==> src/rtl/uart_txq.sv <==
// Transmit queue between the CPU bus and the uart: buffers TX bytes and feeds them to the uart.
// Optional CR insertion before LF is enabled by defining UART_TXQ_CRLF_EN.
module uart_txq #(
    parameter int         DEPTH_LOG2    = 4,
    parameter logic [3:0] UART_DATA_ADR = 4'h0,
    parameter logic [3:0] UART_STAT_ADR = 4'h8
) (
    input  logic        clk,
    input  logic        rst_i,
    input  logic [3:0]  s_adr_i,
    input  logic [31:0] s_dat_i,
    input  logic [3:0]  s_sel_i,
    input  logic        s_we_i,
    input  logic        s_stb_i,
    output logic        s_ack_o,
    output logic [31:0] s_dat_o,
    output logic [3:0]  m_adr_o,
    output logic [31:0] m_dat_o,
    output logic [3:0]  m_sel_o,
    output logic        m_we_o,
    output logic        m_stb_o,
    input  logic        m_ack_i,
    input  logic [31:0] m_dat_i
);
    localparam int DEPTH = 1 << DEPTH_LOG2;
    localparam logic [DEPTH_LOG2-1:0] PTR_ONE = 1;
    localparam logic [DEPTH_LOG2:0]   LVL_ONE = 1;
    localparam logic [DEPTH_LOG2:0]   LVL_FULL = (DEPTH_LOG2+1)'(DEPTH);

    typedef enum logic [2:0] {IDLE, POLL, RDWAIT, WRITE, GAP} state_t;

    state_t                state;
    logic [7:0]            mem [DEPTH];
    logic [DEPTH_LOG2-1:0] rd_ptr, wr_ptr;
    logic [DEPTH_LOG2:0]   level;
    logic                  overflow, full, empty;
    logic                  push_req, push, pop, cr_next, crlf_flag;
    logic [1:0]            reg_sel;
    logic [7:0]            head;
    logic [31:0]           status;
    logic                  unused;

    assign unused   = &{1'b0, m_ack_i, s_sel_i, s_adr_i[1:0], s_dat_i[31:8], m_dat_i[31:1]};
    assign s_ack_o  = s_stb_i;
    assign m_sel_o  = 4'hF;
    assign reg_sel  = s_adr_i[3:2];
    assign full     = (level == LVL_FULL);
    assign empty    = (level == '0);
    assign head     = mem[rd_ptr];
    assign push_req = s_stb_i && s_we_i && (reg_sel == 2'd0);
    assign push     = push_req && !full;
    assign pop      = (state == WRITE) && !cr_next;

`ifdef UART_TXQ_CRLF_EN
    logic crlf_sent;
    assign crlf_flag = 1'b1;
    assign cr_next   = (head == 8'h0A) && !crlf_sent;

    // A CR pass leaves the LF at the head; the following pass sends and pops it.
    always_ff @(posedge clk) begin
        if (rst_i)
            crlf_sent <= 1'b0;
        else if (state == WRITE)
            crlf_sent <= cr_next;
    end
`else
    assign crlf_flag = 1'b0;
    assign cr_next   = 1'b0;
`endif

    always_ff @(posedge clk) begin
        if (push)
            mem[wr_ptr] <= s_dat_i[7:0];
    end

    always_ff @(posedge clk) begin
        if (rst_i) begin
            rd_ptr   <= '0;
            wr_ptr   <= '0;
            level    <= '0;
            overflow <= 1'b0;
        end else begin
            if (push)
                wr_ptr <= wr_ptr + PTR_ONE;
            if (pop)
                rd_ptr <= rd_ptr + PTR_ONE;
            case ({push, pop})
                2'b10:   level <= level + LVL_ONE;
                2'b01:   level <= level - LVL_ONE;
                default: level <= level;
            endcase
            if (push_req && full)
                overflow <= 1'b1;
            else if (s_stb_i && s_we_i && (reg_sel == 2'd1) && s_dat_i[2])
                overflow <= 1'b0;
        end
    end

    always_comb begin
        status        = '0;
        status[0]     = full;
        status[1]     = empty;
        status[2]     = overflow;
        status[3]     = (state != IDLE);
        status[4]     = crlf_flag;
        status[15:8]  = 8'(level);
    end

    always_ff @(posedge clk) begin
        if (rst_i) begin
            s_dat_o <= '0;
        end else if (s_stb_i && !s_we_i) begin
            case (reg_sel)
                2'd1:    s_dat_o <= status;
                2'd2:    s_dat_o <= 32'(DEPTH);
                default: s_dat_o <= '0;
            endcase
        end
    end

    // Outputs are registered on entry to each state, so a strobe lasts exactly one cycle.
    always_ff @(posedge clk) begin
        if (rst_i) begin
            state   <= IDLE;
            m_stb_o <= 1'b0;
            m_we_o  <= 1'b0;
            m_adr_o <= '0;
            m_dat_o <= '0;
        end else begin
            case (state)
                IDLE: begin
                    if (!empty) begin
                        state   <= POLL;
                        m_stb_o <= 1'b1;
                        m_we_o  <= 1'b0;
                        m_adr_o <= UART_STAT_ADR;
                    end
                end
                POLL: begin
                    state   <= RDWAIT;
                    m_stb_o <= 1'b0;
                end
                RDWAIT: begin
                    m_stb_o <= 1'b1;
                    if (m_dat_i[0]) begin
                        state   <= POLL;
                        m_we_o  <= 1'b0;
                        m_adr_o <= UART_STAT_ADR;
                    end else begin
                        state   <= WRITE;
                        m_we_o  <= 1'b1;
                        m_adr_o <= UART_DATA_ADR;
                        m_dat_o <= {24'h0, cr_next ? 8'h0D : head};
                    end
                end
                WRITE: begin
                    state   <= GAP;
                    m_stb_o <= 1'b0;
                    m_we_o  <= 1'b0;
                end
                default: begin
                    state   <= IDLE;
                    m_stb_o <= 1'b0;
                    m_we_o  <= 1'b0;
                end
            endcase
        end
    end
endmodule

==> config.mk <==
export PLATFORM = sky130hd
export DESIGN_NAME = uart_txq
export DESIGN_NICKNAME = d
export VERILOG_FILES = /design/src/rtl/uart_txq.sv
export SDC_FILE = /design/constraint.sdc
export NUM_CORES = 1
export LEC_CHECK = 0
export ABC_CLOCK_PERIOD_IN_PS = 6700
export CORE_MARGIN = 2
export CORE_UTILIZATION = 55
export CTS_CLUSTER_DIAMETER = 40
export CTS_CLUSTER_SIZE = 12
export DETAILED_ROUTE_END_ITERATION = 7
export PLACE_DENSITY = 0.92
export SYNTH_ARGS = -nofsm -noshare
export SYNTH_HDL_FRONTEND = slang
export SYNTH_SLANG_ARGS = --single-unit
==> constraint.sdc <==
create_clock -name clk -period 6.7 [get_ports clk]
set_clock_uncertainty 0.05 [all_clocks]
set_input_delay 1.005 -clock clk [delete_from_list [all_inputs] [get_ports clk]]
set_output_delay 1.005 -clock clk [all_outputs]
set_load 0.01 [all_outputs]
==> results of run 1 <==
sequential cells by signal (all words and copies together) (netlist names):
name	count
level	5
m_adr_o	1
m_dat_o	8
m_we_o	1
mem	128
overflow	1
rd_ptr	4
s_dat_o	10
state	3
wr_ptr	4
cell usage in the layout, fill, tap and decap left out, drive strengths merged, types with 2 or more instances in the layout:
cell             n
edfxtp         128
conb            53
nor2            37
dfxtp           37
clkdlybuf4s50   36
mux2i           33
nand2           24
mux4            22
clkbuf          18
inv             17
a21oi           16
ha              11
nand3           11
buf              7
xor2             6
nor3             6
nor2b            5
a22o             5
a221oi           5
a221o            5
nand2b           4
clkinv           4
nand4            3
o221ai           3
xnor2            3
nor4             2
nand3b           2
a211o            2
mux2             2
a21boi           2
clkinvlp         2
o211ai           2
nor3b            2
o21ai            2
cells in the mapped netlist, types with 2 or more instances:
library cell and n:
a211o_1 2, a21boi_1 2, a21oi_1 15, a221o_1 5, a221oi_1 5, a22o_1 5
buf_2 5, buf_4 55, buf_6 3, clkbuf_1 13, conb_1 2, dfxtp_1 37
edfxtp_1 128, ha_1 11, inv_1 9, inv_2 2, mux2_1 2, mux2i_1 33
mux4_2 22, nand2_1 24, nand2b_1 4, nand3_1 10, nand3b_1 2, nand4_1 3
nor2_1 37, nor2b_1 5, nor3_1 6, nor4_2 2, o221ai_1 3, xnor2_1 3
xor2_1 6
where the power goes:
part	leakage (uW)	switching [uW]	internal, uW
combinational	0.000905	43.2	18.3
sequential	0.00145	3.27	1100
clock	0.000265	398	514
total	0.00262	445	1640
area by class of cell:
class,instances,share of cell area
clock buffers,18,0.0542
well taps,172,0.0272
inverters,11,0.00521
clock inverters,13,0.0153
multi-input cells,279,0.267
repair buffers,43,0.0521
flip-flops and latches,165,0.579
critical path, delay by kind of cell:
| family | cells | cell delay [ns] |
|---|---|---|
| fa+ha+maj | 3 | 0.74 |
| simple gates | 2 | 0.20 |
| buf+inv | 3 | 0.62 |
| compound gates | 3 | 0.73 |
| xor+xnor | 1 | 0.18 |
| mux | 1 | 0.32 |
routing by layer:
metal / global-route usage / wire (um) / vias to the layer above
met3: 0.0741 / 1170 / 20
met5: 0 / 0 / -
met1: 0.260 / 5560 / 1924
met4: 0.0610 / 217 / 0
met2: 0.344 / 6850 / 222
li1: - / - / 1758
kinds of logic after synthesis:
kind of cell	synth area share
XOR/XNOR	0.0111
AND/OR/NAND/NOR	0.0683
AO/OA/AOI/OAI	0.0515
other	0.00106
buffers and inverters	0.0826
adder cells (fa/ha/maj)	0.0194
flip-flops	0.646
multiplexers	0.120
through the flow:
stage | setup WS [ns] | area (sq um) | utilization | power (uW)
after floorplan | 3.43 | 7280 | - | 1180
after global placement | 2.87 | 7370 | 0.584 | 1190
after detailed placement | 2.77 | 7370 | 0.584 | 1190
after CTS | 3.20 | 7920 | 0.628 | 2090
after global routing | 2.97 | 7920 | 0.628 | 2140
final | 3.18 | 7920 | 0.628 | 2080
how the worst max path moves through the flow:
stage / to / cells after the start / from / slack, ns
final: level[4]$_SDFFE_PP0P_ / 13 / s_adr_i[2] / 3.18
after global routing: level[4]$_SDFFE_PP0P_ / 13 / s_adr_i[3] / 2.97
after CTS: level[4]$_SDFFE_PP0P_ / 13 / s_adr_i[2] / 3.20
after detailed placement: level[4]$_SDFFE_PP0P_ / 13 / s_adr_i[2] / 2.77
after global placement: level[4]$_SDFFE_PP0P_ / 13 / s_adr_i[2] / 2.87
after floorplan: level[4]$_SDFFE_PP0P_ / 13 / s_adr_i[2] / 3.43
==> reports/results.ini, run 1 <==
[clocking]
cts_buffers=17
root_buffer=clkbuf_16
clkSinkCount=165
worstSkewPairLatency_ns=0.43
clock_path_buffers=2
cts.repair.resized=0
cts_setup_buffers=0
hold_buffers=0
clkSlewWorstSetupHoldPaths_ns=0.06
htree_num_levels=4
cts_tree=done

[logic_synthesis]
synth_edf_count=128
async_reset_ff_frac=0
synth.distinct_cells=52
ys.warnings.count=0
yosys.area.top_type_share=0.542
avgSynthCellArea_sq_um=14.7
ys_ff_latch=165
seq_area_frac_synth=0.646
yosys-top-cells-area=edfxtp_1, dfxtp_1, mux4_2, buf_4, mux2i_1
yosys.area.top_type=edfxtp_1
synth_cells=482
synth_area_sq_mm=0.00709
synth-main-ff-cell=edfxtp_1

[cells_and_area]
drive_gt1_frac=0.127
fillers=874
seq_area_sq_mm=0.00459
final_cells=701
area_growth_pct=11.7
antenna_cells=0
multi_input_area_sq_mm=0.00211
finalNetCount=605

[worst_setup_path]
crit_path_top_delay_cell=clkdlybuf4s50_1
endpoint_kind=flip-flop
worstReg2RegEnd=level[4]$_SDFFE_PP0P_
worstSetupPathType=in -> reg
path_max_fanout=8
arrival_ns=3.79
max_stage_delay_ns=0.44
rr_worst_depth=10
r2r-start=level[1]$_SDFFE_PP0P_
worstPathRequired_ns=6.96
rrSetupSlack_ns=3.84
cp_common_cell=ha_1
cp_cell_sequence=clkdlybuf4s50_1, inv_1, ha_1, nand3_1, a21oi_2, inv_2, ha_1, xor2_1, ha_1, a211o_1, nand2_1, a32o_1, mux2_1
start_kind=input port

[drt]
wl_per_cell_um=19.7
vias=3924
drt-total-wl_um=13800
drtIter0Drc=311
routed_via_density=5.60
final_antenna_net_count=0
drc=0
drt_first_pass_iters=5

[sta]
hold_viol=0
max-slew-margin-rel=0.343
worstMarginPinSlew_ns=0.980
rsz0062_at_grt=false
whs_ns=0.398
layout_min_cycle_time_ns=3.52
finalSetupViolCount=0
max_freq_mhz=284
setup_tns_ns=0
slew_viol_final=0
period_share=0.526

[die]
core-area_sq_mm=0.0126
ios=152
die_w_um=118
fp.dieH_um=118
placement_rows=41
die_area_sq_mm=0.0138
start_util=0.562

[placed_design]
dpl.hpwl_um=8390
io_buffer_count=36
gp_congestion=0.813
post-place-cells=670

[global_route]
grt_overflow=0
antenna_found_initial=0
grt_pass1_vias=3853
grt_pass1_wl_um=21200
grt_max_degree=46
grt_usage=0.208

[power]
p_per_area_mw_per_mm2=263
irDropWorstVdd_mv=0.254
p_leak_uw=0.00262

[run]
cap_violations=0

[worst_hold_path]
hold_class=reg -> reg
whs_path_depth=2
min_to=s_dat_o[8]$_SDFFE_PP0P_
hp-start=s_dat_o[8]$_SDFFE_PP0P_

[run_status]
outcome=complete, no violations

Power figures use the tool's default switching activity.
==> run 2: changes to the inputs <==
- ABC_CLOCK_PERIOD_IN_PS: 6700 -> 3360
- CORE_UTILIZATION: 55 -> 51
- PLACE_DENSITY: 0.92 -> 0.87
- clock period: 6.7 -> 3.36 ns (I/O delays scaled with it)
==> run 2 against run 1 <==
Cell area rose by 1.6%; register-to-register slack got worse by 3.0 ns; worst hold slack improved by 0.0030 ns; combinational power rose by 97%; sequential cell count did not move; clock power rose by 96%; power rose by 98%; first-iteration DRC count rose by 14%; critical endpoint unchanged.
==> reports/results.ini, run 2 (synthesis gave the netlist of run 1 again) <==
[worst_setup_path]
path_max_fanout=3
worstSetupPathType=in -> reg
endpoint_kind=flip-flop
arrival_ns=2.92
worstPathRequired_ns=3.62
start_kind=input port

[drt]
routed_via_density=5.48
drtIter0Drc=354
vias=3969
final_antenna_net_count=0
wl_per_cell_um=18.7
drc=0
drt-total-wl_um=13500
drt_first_pass_iters=5

[clocking]
root_buffer=clkbuf_16
hold_buffers=0
cts.repair.resized=0
cts_tree=done
htree_num_levels=4
cts_buffers=17
clkSlewWorstSetupHoldPaths_ns=0.06
clkSinkCount=165
worstSkewPairLatency_ns=0.42
cts_setup_buffers=0
clock_path_buffers=2

[placed_design]
post-place-cells=693
io_buffer_count=36
dpl.hpwl_um=8990
gp_congestion=0.796
dp_slack_ns=0.271

[global_route]
grt_pass1_vias=3876
grt_max_degree=30
grt_overflow=0
antenna_found_initial=0
grt_pass1_wl_um=21300
grt_usage=0.197

[sta]
rsz0062_at_grt=false
whs_ns=0.401
max_freq_mhz=375
setup_tns_ns=0
layout_min_cycle_time_ns=2.66
hold_viol=0
finalWorstSetupSlack_ns=0.696
max-slew-margin-rel=0.325
worstMarginPinSlew_ns=1.01
slew_viol_final=0
finalSetupViolCount=0
period_share=0.793

[cells_and_area]
multi_input_area_sq_mm=0.00211
drive_gt1_frac=0.149
area_growth_pct=13.4
fillers=1033
final_cells=724
final_common_cell=edfxtp_1
largest_reg_flops=128
largest_registers=mem (128), s_dat_o (10), m_dat_o (8)
largest-register=mem
seq_area_sq_mm=0.00459
antenna_cells=0
finalNetCount=620
final_cell_mix=edfxtp_1, conb_1, nor2_1

[die]
start_util=0.517
fp.dieH_um=122
die_w_um=122
placement_rows=43
ios=152
core-area_sq_mm=0.0137
die_area_sq_mm=0.0149

[power]
p_leak_uw=0.00269
irDropWorstVdd_mv=0.573
p_total_uw=4120
p_per_area_mw_per_mm2=512

[run_status]
outcome=complete, no violations

[run]
cap_violations=0

[worst_hold_path]
hold_class=reg -> reg

## run 2: changes by cell type in the layout (fill, tap and decap cells not counted)
cell	before	now
buf_12	0	1
buf_4	7	21
clkbuf_1	1	4
clkinv_1	2	0
clkinv_2	1	2
clkinvlp_4	2	3
inv_6	5	2
## run 2: where the power goes
part           internal [uW]  switching (uW)
clock network           1020             766
registers               2200            6.86
logic                   36.7            84.0
total                   3260             857
## run 2: final timing paths
kind	from	slack (ns)	endpoint	depth (start not counted)
worst max-delay path	s_adr_i[2]	0.70	level[4]$_SDFFE_PP0P_	13
worst min-delay path	s_dat_o[11]$_SDFFE_PP0P_	0.40	s_dat_o[11]$_SDFFE_PP0P_	2
worst max register to register	level[1]$_SDFFE_PP0P_	0.84	level[4]$_SDFFE_PP0P_	10
worst min register to register	s_dat_o[11]$_SDFFE_PP0P_	0.40	s_dat_o[11]$_SDFFE_PP0P_	2
## run 2: final cells by class
type,instances,area share
sequential,165,0.570
timing repair buffer,58,0.0669
clock buffer,21,0.0548
clock inverter,10,0.0124
multi-input combinational,279,0.263
tap,180,0.0280
inverter,11,0.00513
## run 2: layer usage
metal	global-route usage	share of wire
met4	0.0560	0.011
met2	0.326	0.51
met3	0.0524	0.069
met5	0	0
met1	0.257	0.41
## run 2: worst max-delay path, stage by stage
cell and delay [ns]:
clkdlybuf4s50_1 0.43, inv_1 0.09, ha_1 0.17, nand3_1 0.14, a21oi_2 0.17, inv_2 0.05, ha_1 0.21, xor2_1 0.15
ha_1 0.22, a211o_1 0.27, nand2_1 0.06, a32o_1 0.12, mux2_1 0.32
## run 2: per-stage QoR
| step | utilization | area [sq um] |
|---|---|---|
| after global routing | 0.586 | 8040 |
| after CTS | 0.586 | 8040 |
| after global placement | 0.547 | 7500 |
| after floorplan | - | 7280 |
| after detailed placement | 0.547 | 7500 |
| final | 0.586 | 8040 |
==> run 3: changes to the inputs <==
- ABC_CLOCK_PERIOD_IN_PS: 3360 -> 2400
- CORE_UTILIZATION: 51 -> 46
- PLACE_DENSITY: 0.87 -> 0.83
- clock period: 3.36 -> 2.4 ns (I/O delays scaled with it)
==> run 3 against run 2 <==
Clock-buffer cell count decreased by 4; die area increased by 11%; sequential cell count unchanged; cell area increased by 3.4%; clock power increased by 49%; combinational power increased by 64%; sequential share of layout area decreased by 1.9 points; via count increased by 3.8%; register-to-register slack got worse by 0.72 ns; power increased by 45%; sequential power increased by 40%; cell count increased by 4.0%; critical path type unchanged; critical endpoint unchanged.
==> reports/results.ini, run 3 (synthesis gave the netlist of run 1 again) <==
[clocking]
clock_path_buffers=2
worstSkewPairLatency_ns=0.43
hold_buffers=0
clkSinkCount=165
root_buffer=clkbuf_16
htree_num_levels=4
clkSlewWorstSetupHoldPaths_ns=0.06
cts_buffers=17
cts_tree=done

[power]
p_leak_uw=0.00285
internal-power_uw=4690
p_seq_frac=0.518
p_per_area_mw_per_mm2=717
power_switching_uw=1280
p_sw_frac=0.214
pwr-share-clk=0.449
combPwrFrac=0.033
irDropWorstVdd_mv=0.730

[worst_setup_path]
crit_start=s_adr_i[2]
crit_path_top_delay_cell=clkdlybuf4s50_1
path_max_fanout=7
r2r-start=level[2]$_SDFFE_PP0P_
critPathBufInv=4
arrival_ns=2.61
max_stage_delay_ns=0.44
critPathTopFamily=buffers and inverters
endpoint_kind=flip-flop
worstPathRequired_ns=2.66
start_kind=input port
cp_cell_sequence=clkdlybuf4s50_1, inv_2, ha_4, nand3_4, a21oi_4, inv_2, buf_4, ha_1, a211o_1, nand2_1, a32o_2, mux2_1
cp_common_cell=inv_2
worstSetupPathType=in -> reg

[drt]
drt-total-wl_um=14400
drc=0
dr_wl_met2_um=7230
final_antenna_net_count=0
routed_via_density=5.47
drtIter0Drc=362
wl_per_cell_um=19.1
highest_layer=met4
route.met3.wl_um=984
drt_first_pass_iters=5
vias=4120
m1WireLength_um=5940

[cells_and_area]
largest_reg_flops=128
final_common_cell=edfxtp_1
finalNetCount=641
final_util=0.549
drive_gt1_frac=0.198
final_cells=753
final_cell_mix=edfxtp_1, conb_1, buf_4
largest-register=mem
largest_registers=mem (128), s_dat_o (10), m_dat_o (8)
area_growth_pct=17.3
antenna_cells=0

[global_route]
grt_max_degree=28
grt_pass1_vias=4063
grt_usage=0.187
grt_pass1_wl_um=22400
grt_overflow=0
antenna_found_initial=0

[sta]
max_freq_mhz=426
layout_min_cycle_time_ns=2.35
rsz0062_at_grt=false
worstMarginPinSlew_ns=0.644
max-slew-margin-rel=0.567
hold_viol=0
slew_viol_final=0
period_share=0.979
finalWorstSetupSlack_ns=0.0507
setup_tns_ns=0
finalSetupViolCount=0
whs_ns=0.344

[die]
fp.dieH_um=128
die_w_um=128
core-area_sq_mm=0.0151
start_util=0.468
placement_rows=45
die_area_sq_mm=0.0164
ios=152

[worst_hold_path]
hp-start=s_adr_i[3]
hold_class=in -> reg

[placed_design]
io_buffer_count=36
dpl.hpwl_um=9370
dp_slack_ns=-0.387
post-place-cells=721
gp_congestion=0.834

[run_status]
outcome=complete, no violations

[run]
cap_violations=0

## run 3: path summary, 6_finish.rpt
check / endpoint / slack [ns] / cells after the start
hold / removal: s_dat_o[4]$_SDFFE_PP0P_ / 0.34 / 4
setup / recovery: level[4]$_SDFFE_PP0P_ / 0.05 / 12
setup reg to reg: level[2]$_SDFFE_PP0P_ / 0.12 / 11
hold reg to reg: s_dat_o[4]$_SDFFE_PP0P_ / 0.40 / 2
## run 3: timing repair
item / in CTS / in global routing
endpoints found under the setup margin: 0 / 2
gates resized for setup: 0 / 3
buffers inserted: 0 / 1
## run 3: layout make-up
| cell class | instances | area, sq um |
|---|---|---|
| fill | 1162 | 6830 |
| sequential | 165 | 4590 |
| multi-input combinational | 279 | 2170 |
| timing repair buffer | 79 | 711 |
| clock buffer | 17 | 425 |
| tap | 188 | 235 |
| clock inverter | 14 | 146 |
| inverter | 11 | 41.3 |
## run 3: worst min-delay path, stage by stage
cell and delay, ns:
dlymetal6s2s_1 0.12, ha_1 0.16, nand2_1 0.04, a21oi_1 0.10
## run 3: per-layer routing
| metal | vias up | track usage |
|---|---|---|
| li1 | 1828 | - |
| met1 | 2063 | 0.235 |
| met2 | 202 | 0.313 |
| met3 | 27 | 0.0588 |
| met4 | 0 | 0.0575 |
| met5 | - | 0 |
## run 3: power groups by stage
| stage | Clock (uW) | Sequential [uW] | Combinational (uW) |
|---|---|---|---|
| 2_1_floorplan | 0 | 3150 | 155 |
| 4_1_cts | 2710 | 3090 | 196 |
| 5_1_grt | 2830 | 3090 | 219 |
| 3_5_place_dp | 0 | 3150 | 194 |
| 6_report | 2670 | 3090 | 198 |
| 3_3_place_gp | 0 | 3150 | 184 |
## run 3: metrics by stage
stage / instance area [sq um] / total power [uW]
2_1_floorplan: 7360 / 3310
3_3_place_gp: 7730 / 3330
3_5_place_dp: 7730 / 3350
4_1_cts: 8300 / 5990
5_1_grt: 8320 / 6140
6_report: 8320 / 5960
